===== config.mk =====
export PLATFORM = sky130hd
export DESIGN_NAME = reorder_buffer_flat
export DESIGN_NICKNAME = d
export VERILOG_FILES = /design/src/rtl/reorder_buffer_if.sv /design/src/rtl/reorder_buffer.sv /design/src/flat_wrapper.sv
export SDC_FILE = /design/constraint.sdc
export NUM_CORES = 2
export LEC_CHECK = 0
export CORE_MARGIN = 2
export CORE_UTILIZATION = 35
export CTS_BUF_LIST = sky130_fd_sc_hd__clkbuf_16
export CTS_CLUSTER_DIAMETER = 120
export DETAILED_ROUTE_END_ITERATION = 8
export SYNTH_ARGS = -nofsm -noshare
export SYNTH_HDL_FRONTEND = slang
export SYNTH_SLANG_ARGS = --single-unit

===== constraint.sdc =====
create_clock -name clk -period 7.6 [get_ports clk]
set_input_delay 0.76 -clock clk [delete_from_list [all_inputs] [get_ports clk]]
set_output_delay 0.76 -clock clk [all_outputs]
set_load 0.1 [all_outputs]

===== src/rtl/reorder_buffer_if.sv =====
// Reorder buffer port bundle.
//   master : dispatch / execution side (drives alloc_*, wb_*, sees commit/flush)
//   slave  : the reorder buffer itself
// Signals:
//   alloc_valid/ready/idx, alloc_pc/lrd/prd/flags/pred_tgt : dispatch allocation
//   wb_valid/idx/result/taken/target                       : out-of-order writeback
//   commit_valid/lrd/prd/result/store                      : in-order retirement, slot0 oldest
//   flush/flush_pc                                         : mispredict redirect pulse
//   count                                                  : occupied entries
interface reorder_buffer_if #(
  parameter int DEPTH    = 16,
  parameter int COMMIT_W = 2,
  parameter int DATA_W   = 32,
  parameter int PC_W     = 8,
  parameter int PREG_W   = 6,
  parameter int AREG_W   = 5
);
  localparam int IDX_W = $clog2(DEPTH);

  logic                       alloc_valid;
  logic                       alloc_ready;
  logic [IDX_W-1:0]           alloc_idx;
  logic [PC_W-1:0]            alloc_pc;
  logic [AREG_W-1:0]          alloc_lrd;
  logic [PREG_W-1:0]          alloc_prd;
  logic [3:0]                 alloc_flags;
  logic [PC_W-1:0]            alloc_pred_tgt;
  logic                       wb_valid;
  logic [IDX_W-1:0]           wb_idx;
  logic [DATA_W-1:0]          wb_result;
  logic                       wb_taken;
  logic [PC_W-1:0]            wb_target;
  logic [COMMIT_W-1:0]        commit_valid;
  logic [COMMIT_W*AREG_W-1:0] commit_lrd;
  logic [COMMIT_W*PREG_W-1:0] commit_prd;
  logic [COMMIT_W*DATA_W-1:0] commit_result;
  logic [COMMIT_W-1:0]        commit_store;
  logic                       flush;
  logic [PC_W-1:0]            flush_pc;
  logic [IDX_W:0]             count;

  modport master (
    output alloc_valid, alloc_pc, alloc_lrd, alloc_prd, alloc_flags, alloc_pred_tgt,
    output wb_valid, wb_idx, wb_result, wb_taken, wb_target,
    input  alloc_ready, alloc_idx, commit_valid, commit_lrd, commit_prd, commit_result,
    input  commit_store, flush, flush_pc, count
  );

  modport slave (
    input  alloc_valid, alloc_pc, alloc_lrd, alloc_prd, alloc_flags, alloc_pred_tgt,
    input  wb_valid, wb_idx, wb_result, wb_taken, wb_target,
    output alloc_ready, alloc_idx, commit_valid, commit_lrd, commit_prd, commit_result,
    output commit_store, flush, flush_pc, count
  );
endinterface


===== src/rtl/reorder_buffer.sv =====
// In-order-retire reorder buffer.
//   clk, rst : clock, synchronous active-high reset
//   rob_if   : reorder_buffer_if.slave (allocation, writeback, commit, flush, count)
// One allocation per cycle at the tail, out-of-order writeback by tag, up to COMMIT_W
// oldest completed entries retire per cycle. A mispredicted branch retiring squashes
// everything younger and emits a registered one-cycle flush with the redirect PC.
module reorder_buffer #(
  parameter int DEPTH    = 16,
  parameter int COMMIT_W = 2,
  parameter int DATA_W   = 32,
  parameter int PC_W     = 8,
  parameter int PREG_W   = 6,
  parameter int AREG_W   = 5
) (
  input  logic            clk,
  input  logic            rst,
  reorder_buffer_if.slave rob_if
);
  localparam int IDX_W = $clog2(DEPTH);
  localparam int CNT_W = IDX_W + 1;

  // head/tail carry a wrap bit so full and empty are distinguishable
  logic [CNT_W-1:0]  head_q, tail_q, count;
  logic [DEPTH-1:0]  valid_q, done_q;
  logic [DEPTH-1:0]  is_br_q, pred_tk_q, is_st_q, taken_q;
  logic [PC_W-1:0]   pc_q       [DEPTH];
  logic [PC_W-1:0]   pred_tgt_q [DEPTH];
  logic [PC_W-1:0]   target_q   [DEPTH];
  logic [AREG_W-1:0] lrd_q      [DEPTH];
  logic [PREG_W-1:0] prd_q      [DEPTH];
  logic [DATA_W-1:0] result_q   [DEPTH];
  logic              flush_q;
  logic [PC_W-1:0]   flush_pc_q;

  logic              full, alloc_fire, wb_fire;
  logic [IDX_W-1:0]  head_idx, tail_idx;
  logic [IDX_W-1:0]  slot_idx [COMMIT_W];
  logic [COMMIT_W-1:0] slot_ok;
  logic [CNT_W-1:0]  n_commit;
  logic              mispred_hit, chain, slot_mp;
  logic [PC_W-1:0]   redirect_pc;
  logic              unused_is_load;

  assign unused_is_load = rob_if.alloc_flags[1];

  assign count    = tail_q - head_q;
  assign full     = (count == CNT_W'(DEPTH));
  assign head_idx = head_q[IDX_W-1:0];
  assign tail_idx = tail_q[IDX_W-1:0];

  assign alloc_fire = rob_if.alloc_valid && rob_if.alloc_ready;
  assign wb_fire    = rob_if.wb_valid && valid_q[rob_if.wb_idx] && !flush_q;

  // Retire slots form a prefix: a slot stops the chain if it is not ready or if it is
  // itself a mispredicted branch (that branch retires, nothing younger does).
  always_comb begin
    chain       = !flush_q && !rst;
    n_commit    = '0;
    mispred_hit = 1'b0;
    redirect_pc = '0;
    slot_ok     = '0;
    slot_mp     = 1'b0;
    for (int k = 0; k < COMMIT_W; k++) begin
      slot_idx[k] = head_idx + IDX_W'(k);
      slot_mp     = is_br_q[slot_idx[k]] &&
                    ((taken_q[slot_idx[k]] != pred_tk_q[slot_idx[k]]) ||
                     (taken_q[slot_idx[k]] && (target_q[slot_idx[k]] != pred_tgt_q[slot_idx[k]])));
      slot_ok[k]  = chain && valid_q[slot_idx[k]] && done_q[slot_idx[k]] && (CNT_W'(k) < count);
      if (slot_ok[k]) begin
        n_commit = n_commit + CNT_W'(1);
        if (slot_mp) begin
          mispred_hit = 1'b1;
          redirect_pc = taken_q[slot_idx[k]] ? target_q[slot_idx[k]] : pc_q[slot_idx[k]] + PC_W'(1);
        end
      end
      chain = slot_ok[k] && !slot_mp;
    end
  end

  always_comb begin
    rob_if.commit_lrd    = '0;
    rob_if.commit_prd    = '0;
    rob_if.commit_result = '0;
    rob_if.commit_store  = '0;
    for (int k = 0; k < COMMIT_W; k++) begin
      rob_if.commit_lrd[k*AREG_W +: AREG_W]    = lrd_q[slot_idx[k]];
      rob_if.commit_prd[k*PREG_W +: PREG_W]    = prd_q[slot_idx[k]];
      rob_if.commit_result[k*DATA_W +: DATA_W] = result_q[slot_idx[k]];
      rob_if.commit_store[k]                   = slot_ok[k] && is_st_q[slot_idx[k]];
    end
  end

  always_ff @(posedge clk) begin
    if (rst) begin
      head_q     <= '0;
      tail_q     <= '0;
      valid_q    <= '0;
      done_q     <= '0;
      flush_q    <= 1'b0;
      flush_pc_q <= '0;
    end else begin
      head_q  <= head_q + n_commit;
      flush_q <= 1'b0;
      if (mispred_hit) begin
        // same-cycle alloc and wb are dropped along with every younger entry
        valid_q    <= '0;
        done_q     <= '0;
        tail_q     <= head_q + n_commit;
        flush_q    <= 1'b1;
        flush_pc_q <= redirect_pc;
      end else begin
        if (wb_fire) done_q[rob_if.wb_idx] <= 1'b1;
        for (int k = 0; k < COMMIT_W; k++) begin
          if (slot_ok[k]) valid_q[slot_idx[k]] <= 1'b0;
        end
        if (alloc_fire) begin
          valid_q[tail_idx] <= 1'b1;
          done_q[tail_idx]  <= 1'b0;
          tail_q            <= tail_q + CNT_W'(1);
        end
      end
    end
  end

  // Payload needs no reset: it is only observed through valid/done.
  always_ff @(posedge clk) begin
    if (alloc_fire) begin
      pc_q[tail_idx]       <= rob_if.alloc_pc;
      lrd_q[tail_idx]      <= rob_if.alloc_lrd;
      prd_q[tail_idx]      <= rob_if.alloc_prd;
      pred_tgt_q[tail_idx] <= rob_if.alloc_pred_tgt;
      is_br_q[tail_idx]    <= rob_if.alloc_flags[3];
      pred_tk_q[tail_idx]  <= rob_if.alloc_flags[2];
      is_st_q[tail_idx]    <= rob_if.alloc_flags[0];
    end
    if (wb_fire) begin
      result_q[rob_if.wb_idx] <= rob_if.wb_result;
      taken_q[rob_if.wb_idx]  <= rob_if.wb_taken;
      target_q[rob_if.wb_idx] <= rob_if.wb_target;
    end
  end

  assign rob_if.alloc_ready  = !full && !flush_q && !rst;
  assign rob_if.alloc_idx    = tail_idx;
  assign rob_if.commit_valid = slot_ok;
  assign rob_if.flush        = flush_q;
  assign rob_if.flush_pc     = flush_pc_q;
  assign rob_if.count        = count;
endmodule


===== src/flat_wrapper.sv =====
// flat-port wrapper written by rule: the top's interface ports become plain ports
module reorder_buffer_flat 
#(
  parameter int DEPTH    = 16,
  parameter int COMMIT_W = 2,
  parameter int DATA_W   = 32,
  parameter int PC_W     = 8,
  parameter int PREG_W   = 6,
  parameter int AREG_W   = 5
)
  (clk, rst, rob_if_alloc_valid, rob_if_alloc_pc, rob_if_alloc_lrd, rob_if_alloc_prd, rob_if_alloc_flags, rob_if_alloc_pred_tgt, rob_if_wb_valid, rob_if_wb_idx, rob_if_wb_result, rob_if_wb_taken, rob_if_wb_target, rob_if_alloc_ready, rob_if_alloc_idx, rob_if_commit_valid, rob_if_commit_lrd, rob_if_commit_prd, rob_if_commit_result, rob_if_commit_store, rob_if_flush, rob_if_flush_pc, rob_if_count);
  reorder_buffer_if #(.DEPTH(DEPTH), .COMMIT_W(COMMIT_W), .DATA_W(DATA_W), .PC_W(PC_W), .PREG_W(PREG_W), .AREG_W(AREG_W)) rob_if_i ();
  input  logic clk;
  input  logic rst;
  input wire logic [$bits(rob_if_i.alloc_valid)-1:0] rob_if_alloc_valid;
  input wire logic [$bits(rob_if_i.alloc_pc)-1:0] rob_if_alloc_pc;
  input wire logic [$bits(rob_if_i.alloc_lrd)-1:0] rob_if_alloc_lrd;
  input wire logic [$bits(rob_if_i.alloc_prd)-1:0] rob_if_alloc_prd;
  input wire logic [$bits(rob_if_i.alloc_flags)-1:0] rob_if_alloc_flags;
  input wire logic [$bits(rob_if_i.alloc_pred_tgt)-1:0] rob_if_alloc_pred_tgt;
  input wire logic [$bits(rob_if_i.wb_valid)-1:0] rob_if_wb_valid;
  input wire logic [$bits(rob_if_i.wb_idx)-1:0] rob_if_wb_idx;
  input wire logic [$bits(rob_if_i.wb_result)-1:0] rob_if_wb_result;
  input wire logic [$bits(rob_if_i.wb_taken)-1:0] rob_if_wb_taken;
  input wire logic [$bits(rob_if_i.wb_target)-1:0] rob_if_wb_target;
  output wire logic [$bits(rob_if_i.alloc_ready)-1:0] rob_if_alloc_ready;
  output wire logic [$bits(rob_if_i.alloc_idx)-1:0] rob_if_alloc_idx;
  output wire logic [$bits(rob_if_i.commit_valid)-1:0] rob_if_commit_valid;
  output wire logic [$bits(rob_if_i.commit_lrd)-1:0] rob_if_commit_lrd;
  output wire logic [$bits(rob_if_i.commit_prd)-1:0] rob_if_commit_prd;
  output wire logic [$bits(rob_if_i.commit_result)-1:0] rob_if_commit_result;
  output wire logic [$bits(rob_if_i.commit_store)-1:0] rob_if_commit_store;
  output wire logic [$bits(rob_if_i.flush)-1:0] rob_if_flush;
  output wire logic [$bits(rob_if_i.flush_pc)-1:0] rob_if_flush_pc;
  output wire logic [$bits(rob_if_i.count)-1:0] rob_if_count;
  assign rob_if_i.alloc_valid = rob_if_alloc_valid;
  assign rob_if_i.alloc_pc = rob_if_alloc_pc;
  assign rob_if_i.alloc_lrd = rob_if_alloc_lrd;
  assign rob_if_i.alloc_prd = rob_if_alloc_prd;
  assign rob_if_i.alloc_flags = rob_if_alloc_flags;
  assign rob_if_i.alloc_pred_tgt = rob_if_alloc_pred_tgt;
  assign rob_if_i.wb_valid = rob_if_wb_valid;
  assign rob_if_i.wb_idx = rob_if_wb_idx;
  assign rob_if_i.wb_result = rob_if_wb_result;
  assign rob_if_i.wb_taken = rob_if_wb_taken;
  assign rob_if_i.wb_target = rob_if_wb_target;
  assign rob_if_alloc_ready = rob_if_i.alloc_ready;
  assign rob_if_alloc_idx = rob_if_i.alloc_idx;
  assign rob_if_commit_valid = rob_if_i.commit_valid;
  assign rob_if_commit_lrd = rob_if_i.commit_lrd;
  assign rob_if_commit_prd = rob_if_i.commit_prd;
  assign rob_if_commit_result = rob_if_i.commit_result;
  assign rob_if_commit_store = rob_if_i.commit_store;
  assign rob_if_flush = rob_if_i.flush;
  assign rob_if_flush_pc = rob_if_i.flush_pc;
  assign rob_if_count = rob_if_i.count;
  reorder_buffer #(.DEPTH(DEPTH), .COMMIT_W(COMMIT_W), .DATA_W(DATA_W), .PC_W(PC_W), .PREG_W(PREG_W), .AREG_W(AREG_W)) u_core (.clk(clk), .rst(rst), .rob_if(rob_if_i));
endmodule

Word level (Yosys, flattened, before mapping)
Memory sizes are Yosys's and may differ from the RTL's. A register that Yosys moved wholly into a read port is not among the register bits.
Index checks and enable logic that the tools add are counted.
Storage, ports and cells
  memory bits (writable): 1072
  memories kept: 6
  output and inout bits: 109
  register bits: 115
  bits of input ports: 80
  logic and storage cells: 151
Memories
  u_core.result_q: words 16, width 32, rd ports 2, clocked after Yosys merged registers in 1, wr ports 1, RTL line reorder_buffer.sv:31  | logic [DATA_W-1:0] result_q [DEPTH];
  u_core.pc_q: words 16, width 8, rd ports 2, clocked after Yosys merged registers in 1, wr ports 1, RTL line reorder_buffer.sv:26  | logic [PC_W-1:0] pc_q [DEPTH];
  u_core.pred_tgt_q: words 16, width 8, rd ports 2, clocked after Yosys merged registers in 1, wr ports 1, RTL line reorder_buffer.sv:27  | logic [PC_W-1:0] pred_tgt_q [DEPTH];
  u_core.target_q: words 16, width 8, rd ports 2, clocked after Yosys merged registers in 1, wr ports 1, RTL line reorder_buffer.sv:28  | logic [PC_W-1:0] target_q [DEPTH];
  u_core.prd_q: words 16, width 6, rd ports 2, clocked after Yosys merged registers in 1, wr ports 1, RTL line reorder_buffer.sv:30  | logic [PREG_W-1:0] prd_q [DEPTH];
  u_core.lrd_q: words 16, width 5, rd ports 2, clocked after Yosys merged registers in 1, wr ports 1, RTL line reorder_buffer.sv:29  | logic [AREG_W-1:0] lrd_q [DEPTH];
Operators by class
  add/subtract/negate cells: 7
  reductions and logical operators: 31
  $lt $le $gt $ge: 10
  bitwise gates (word level): 8
  muxes and demuxes: 74
  eq/ne operators: 5
Operator list (count)
  $mux W16: 11
  $bwmux W16: 4
  $bmux W1 S4: 13
  $and A16 B16 Y16: 3
  $mux W8: 6
  $not A16 Y16: 3
  $or A16 B16 Y16: 2
  $mux W1: 27
  $mux W4: 6
  $logic_and A1 B1 Y1: 23
  $lt A4 B5 Y1 const B: 4
  $add A8 B1 Y8 const B: 2
  $demux W1 S4: 4
  $ge A4 B1 Y1 const B: 4
  $ne A8 B8 Y1: 2
  $mux W5: 3
  $lt A1 B5 Y1 const A: 2
  $add A5 B1 Y5 const B: 1
  $add A5 B5 Y5: 1
  $eq A5 B5 Y1 const B: 1
  $sub A5 B5 Y5: 1
  $add A4 B1 Y4 const B: 1
  $logic_not A1 Y1: 4
  $add A1 B1 Y2 const B: 1
  other kinds (4): 6

Logic depth before layout (Yosys ltp)
  depth after elaboration: 19
  depth in mapped cells: 25
  mapped depth without buffers: 18

Worst setup path before layout
OpenSTA, ideal clock, no wires.
  kind: register -> output
  from: register u_core.head_q[2]
  to: output rob_if_commit_store[1]
  path slack: 0.790 ns
  data arrival time: 6.050 ns
  cell stages (with the launch flop): 11
  buffers on the path: 2
  cells stage by stage: dfxtp_1 -> buf_2 -> buf_2 -> clkinv_1 -> ha_1 -> xnor2_1 -> a211oi_1 -> a211oi_2 -> inv_1 -> nor2_1 -> and3_1
Between the ends
  elaborated cells between the ends (all ways): 33
  those cells by class: add/sub (2); order compare (2); eq/ne (1); mux (16); reduce/logical (12)
RTL lines
  start, declared: RTL line reorder_buffer.sv:23  | logic [CNT_W-1:0] head_q, tail_q, count;
  start signal, assigned: RTL line reorder_buffer.sv:102  | head_q <= head_q + n_commit;
  $sub A5 B5 Y5 *: RTL line reorder_buffer.sv:46  | assign count = tail_q - head_q;
  via rob_if_count[2]: RTL line flat_wrapper.sv:35  | output wire logic [$bits(rob_if_i.count)-1:0] rob_if_count;
  $lt A1 B5 Y1: RTL line reorder_buffer.sv:68  | slot_ok[k] = chain && valid_q[slot_idx[k]] && done_q[slot_idx[k]] && (CNT_W'(k) < count);
  $logic_and A1 B1 Y1: RTL line reorder_buffer.sv:68
  $logic_and A1 B1 Y1: RTL line reorder_buffer.sv:76  | chain = slot_ok[k] && !slot_mp;
  $logic_and A1 B1 Y1 (2 in a row): RTL line reorder_buffer.sv:68
  $logic_and A1 B1 Y1 *: RTL line reorder_buffer.sv:68
  via rob_if_commit_valid[1]: RTL line flat_wrapper.sv:28  | output wire logic [$bits(rob_if_i.commit_valid)-1:0] rob_if_commit_valid;
  $logic_and A1 B1 Y1 *: RTL line reorder_buffer.sv:89  | rob_if.commit_store[k] = slot_ok[k] && is_st_q[slot_idx[k]];
  end, declared: RTL line flat_wrapper.sv:32  | output wire logic [$bits(rob_if_i.commit_store)-1:0] rob_if_commit_store;
The timed path passes the listed nets; every way through them passes the cells marked *. The select of a mux whose other input is x is not followed.

Final worst setup path
  from: register u_core.head_q[2]
  to: output rob_if_commit_store[0]
Between the ends
  cells in the longest elaborated chain, start to end: 6
  elaborated cells between the ends (all ways): 12
  those cells by class: add/sub (1); order compare (1); mux (6); reduce/logical (4)
RTL lines (RTL line)
  branches (longest 5 deep; another with $sub A5 B5 Y5)
  $logic_and A1 B1 Y1 *: reorder_buffer.sv:89
Mark *: on every way between the ends. The select of a mux whose other input is x is not followed.

==> metrics.md <==
| Metric | Value |
|---|---|
| Outcome | `finished clean` |
| Fin nets | `2874` |
| Layout cells sized above 1 | `35.2%` |
| Total GRT Usage | `19.3%` |
| Utilization of the core after routing | `40.7%` |
| HPWL after DPL | `90.5 mm` |
| # clock sinks | `1187` |
| Worst path bufs/invs | `3` |
| Mean Syn Cell Area | `21.3 um^2` |
| Power Total | `0.0136 W` |
| Pwr Density | `214 nW/um^2` |
| #FFs+latches synth | `1187` |
| Post-CTS Hold Buffers | `0` |
| DRC viols | `0` |
| Crit Path Max Fanout | `34` |
| Setup TNS | `0 ns` |
| Asr flop ratio synth | `0%` |
| Row cnt | `145` |
| Die footprint | `161000 um^2` |
| Post-synth EDFFs | `1136` |
| Num CTS Buffers | `130` |
| Crit path max-delay cell type | `clkdlybuf4s50_1` |
| Initial DRT Pass Iterations | `6` |
| Crit path max-delay family | `buffers and inverters` |
| IO Port Bufs | `187` |
| Final ANT Viol Nets | `0` |
| Crit path cell chain | `clkinv_1, ha_1, o21a_1, or3_1, a211oi_1, a31o_2, inv_1, and2_1, clkdlybuf4s50_1` |
| CP Class | `flop to primary output` |
| Syn nets | `2684` |
| Slowest cell delay on critical path | `0.97 ns` |
| Core box area | `156000 um^2` |
| Die Ht | `401 um` |
| Worst-Margin Slew | `1.24 ns` |
| Via density per instance | `6.09` |
| # Post-CTS Setup Buffers | `0` |
| Root Driver | `clkbuf_16` |
| Most common flop cell mapped by yosys | `edfxtp_1` |
| Resized cells post-CTS | `0` |
| CTS Buffer Depth | `3` |
| Most common cell after layout, fill and taps aside | `edfxtp_1` |
| Hold Path Class | `flop to flop` |
| Area grow syn2layout | `15.3%` |
| Final Hold Vio Count | `0` |
| Leak | `18.7 nW` |
| Grt total ovfl | `0` |
| TritonCTS clock tree | `done` |
| Post-Route WL | `156 mm` |
| Vias in the first global route | `31000` |
| Pin count of the biggest net entering global routing | `139` |
| Sequential-to-total area share from yosys stat | `63.8%` |
| Synthesized area | `55100 um^2` |
| Max Fclk | `149 MHz` |
| Global-route wire length before repair | `226 mm` |
| Critical path endpoint category | `primary output` |
| Number of H-tree levels | `4` |
| RSZ-0062 raised after global routing | `no` |
| Number of DRC markers in iteration 0 | `3832` |
| Critical path required time | `6.84 ns` |
| Die Wd | `401 um` |
| Clock Skews | `0.0210 ns` |
| Worst vdd ir | `0.210 mV` |
| Initial antenna violation count | `18` |
| GP Congestion | `0.859` |
| CP Launch Type | `flop` |
| YS warnings | `0` |
| Post-layout min period | `6.73 ns` |
| Vias | `30100` |
| Initial Util | `35.3%` |
| Worst skew pair latency | `0.76 ns` |
| Arr. time, crit path | `5.97 ns` |
| Commonest cells after routing, fill and taps aside | `edfxtp_1 (1136), mux4_2 (691), clkdlybuf4s50_1 (185)` |
| Clock-pin transition on the worst setup and hold timing paths | `0.06 ns` |
| Max-cap check violation count | `0` |
| Post-DR wirelength/cell | `31.7 um` |
| Fin crit share | `88.5%` |
| Unique masters post-synth | `61` |
| Setup Viol. Count Final | `0` |
| Worst rel slew slack | `17.1%` |
| Io pins | `189` |
| Slew Viols, Final | `0` |
| Mapped Cells | `2585` |
==> tightest hold or removal path: stages (launching register included) <==
cell and delay (ns):
dfxtp_1 0.32, o21ai_0 0.15, nor3_1 0.05
==> cell usage after synthesis, types with 2 or more instances <==
library cell / number / area, um^2
xnor2_1: 23 / 201
a22oi_1: 30 / 225
o31a_1: 5 / 43.8
clkinv_1: 3 / 11.3
ha_1: 17 / 213
nor3_1: 16 / 80.1
buf_2: 74 / 370
inv_1: 43 / 161
dfxtp_1: 51 / 1020
o211ai_1: 7 / 52.6
nand4_1: 20 / 125
clkbuf_1: 86 / 323
o21a_1: 3 / 22.5
or3_1: 6 / 37.5
a22o_1: 3 / 26.3
a41oi_1: 6 / 52.6
a211oi_2: 3 / 37.5
o41ai_1: 2 / 17.5
nor2_1: 27 / 101
o21ai_0: 47 / 235
mux2i_1: 37 / 370
and2_1: 3 / 18.8
o2111ai_1: 5 / 43.8
a31oi_1: 16 / 100
nand3_1: 35 / 175
a221oi_2: 2 / 30.0
mux4_2: 691 / 15600
a211oi_1: 15 / 113
buf_6: 7 / 78.8
nand2b_1: 5 / 31.3
nor2b_1: 6 / 37.5
edfxtp_1: 1136 / 34100
buf_4: 29 / 218
a32o_1: 4 / 40.0
nand2_1: 55 / 206
fa_1: 2 / 40.0
xor2_1: 11 / 96.3
nor3_2: 9 / 90.1
mux2_2: 6 / 67.6
nor3b_1: 2 / 15.0
buf_1: 8 / 30.0
o31ai_1: 3 / 22.5
or4_1: 3 / 22.5
a21oi_1: 6 / 30.0
==> power breakdown <==
part / internal, W / switching [W] / total [W]
logic: 0.0000831 / 0.000194 / 0.000277
clock network: 0.00357 / 0.00258 / 0.00615
registers: 0.00718 / 0.00000932 / 0.00719
==> per-layer routing <==
layer | vias to the layer above | global-route usage, % | wire (um)
li1 | 11800 | - | -
met5 | - | 0 | 160
met1 | 16500 | 26.8 | 63900
met3 | 276 | 4.93 | 13800
met4 | 24 | 5.27 | 3720
met2 | 1487 | 30.3 | 74700
==> cells by family after synthesis <==
| kind of cell | Yosys count | synth area share, % |
|---|---|---|
| compound gates | 168 | 2.19 |
| xor+xnor | 35 | 0.570 |
| fa+ha+maj | 19 | 0.459 |
| buf+inv | 251 | 2.17 |
| flops | 1187 | 63.8 |
| mux | 734 | 29.1 |
| simple gates | 191 | 1.76 |
==> worst paths after layout <==
| path | start | end | slack [ns] | depth (start not counted) |
|---|---|---|---|---|
| setup / recovery | u_core.head_q[2] | rob_if_commit_store[0] | 0.87 | 9 |
| hold / removal | u_core.done_q[3] | u_core.done_q[3] | 0.57 | 2 |
| setup reg to reg | u_core.head_q[0] | u_core.tail_q[4] | 1.70 | 18 |
| hold reg to reg | u_core.done_q[3] | u_core.done_q[3] | 0.57 | 2 |
==> through the flow <==
step           area, um^2  cells  hold slack [ns]  worst slack, ns
4_1_cts             63500   4932            0.567            0.879
3_3_place_gp        59400   4701            0.551             1.71
2_1_floorplan       55100   2585            0.517            0.790
6_report            63500   4936            0.571            0.875
5_1_grt             63500   4932            0.590            0.608
3_5_place_dp        59400   4701            0.559             1.68
==> sequential cells by signal, summed over array words and instances, names as in the netlist <==
name                    flops
u_core.done_q              16
u_core.head_q               5
u_core.is_br_q             16
u_core.is_st_q             16
u_core.lrd_q               80
u_core.pc_q               128
u_core.prd_q               96
u_core.pred_tgt_q         128
u_core.pred_tk_q           16
u_core.result_q           512
u_core.rob_if.flush         1
u_core.rob_if.flush_pc      8
u_core.tail_q               5
u_core.taken_q             16
u_core.target_q           128
u_core.valid_q             16
==> area by class of cell <==
| type | instances | area (um^2) |
|---|---|---|
| Clock buffer | 136 | 3400 |
| Inverter | 47 | 181 |
| Timing Repair Buffer | 262 | 2520 |
| Tap cell | 2058 | 2570 |
| Multi-Input combinational cell | 1147 | 18900 |
| Sequential cell | 1187 | 35100 |
| Clock inverter | 95 | 734 |
| Antenna cell | 4 | 10.0 |
| Fill cell | 13500 | 92700 |
(Power assumes the default switching activity.)
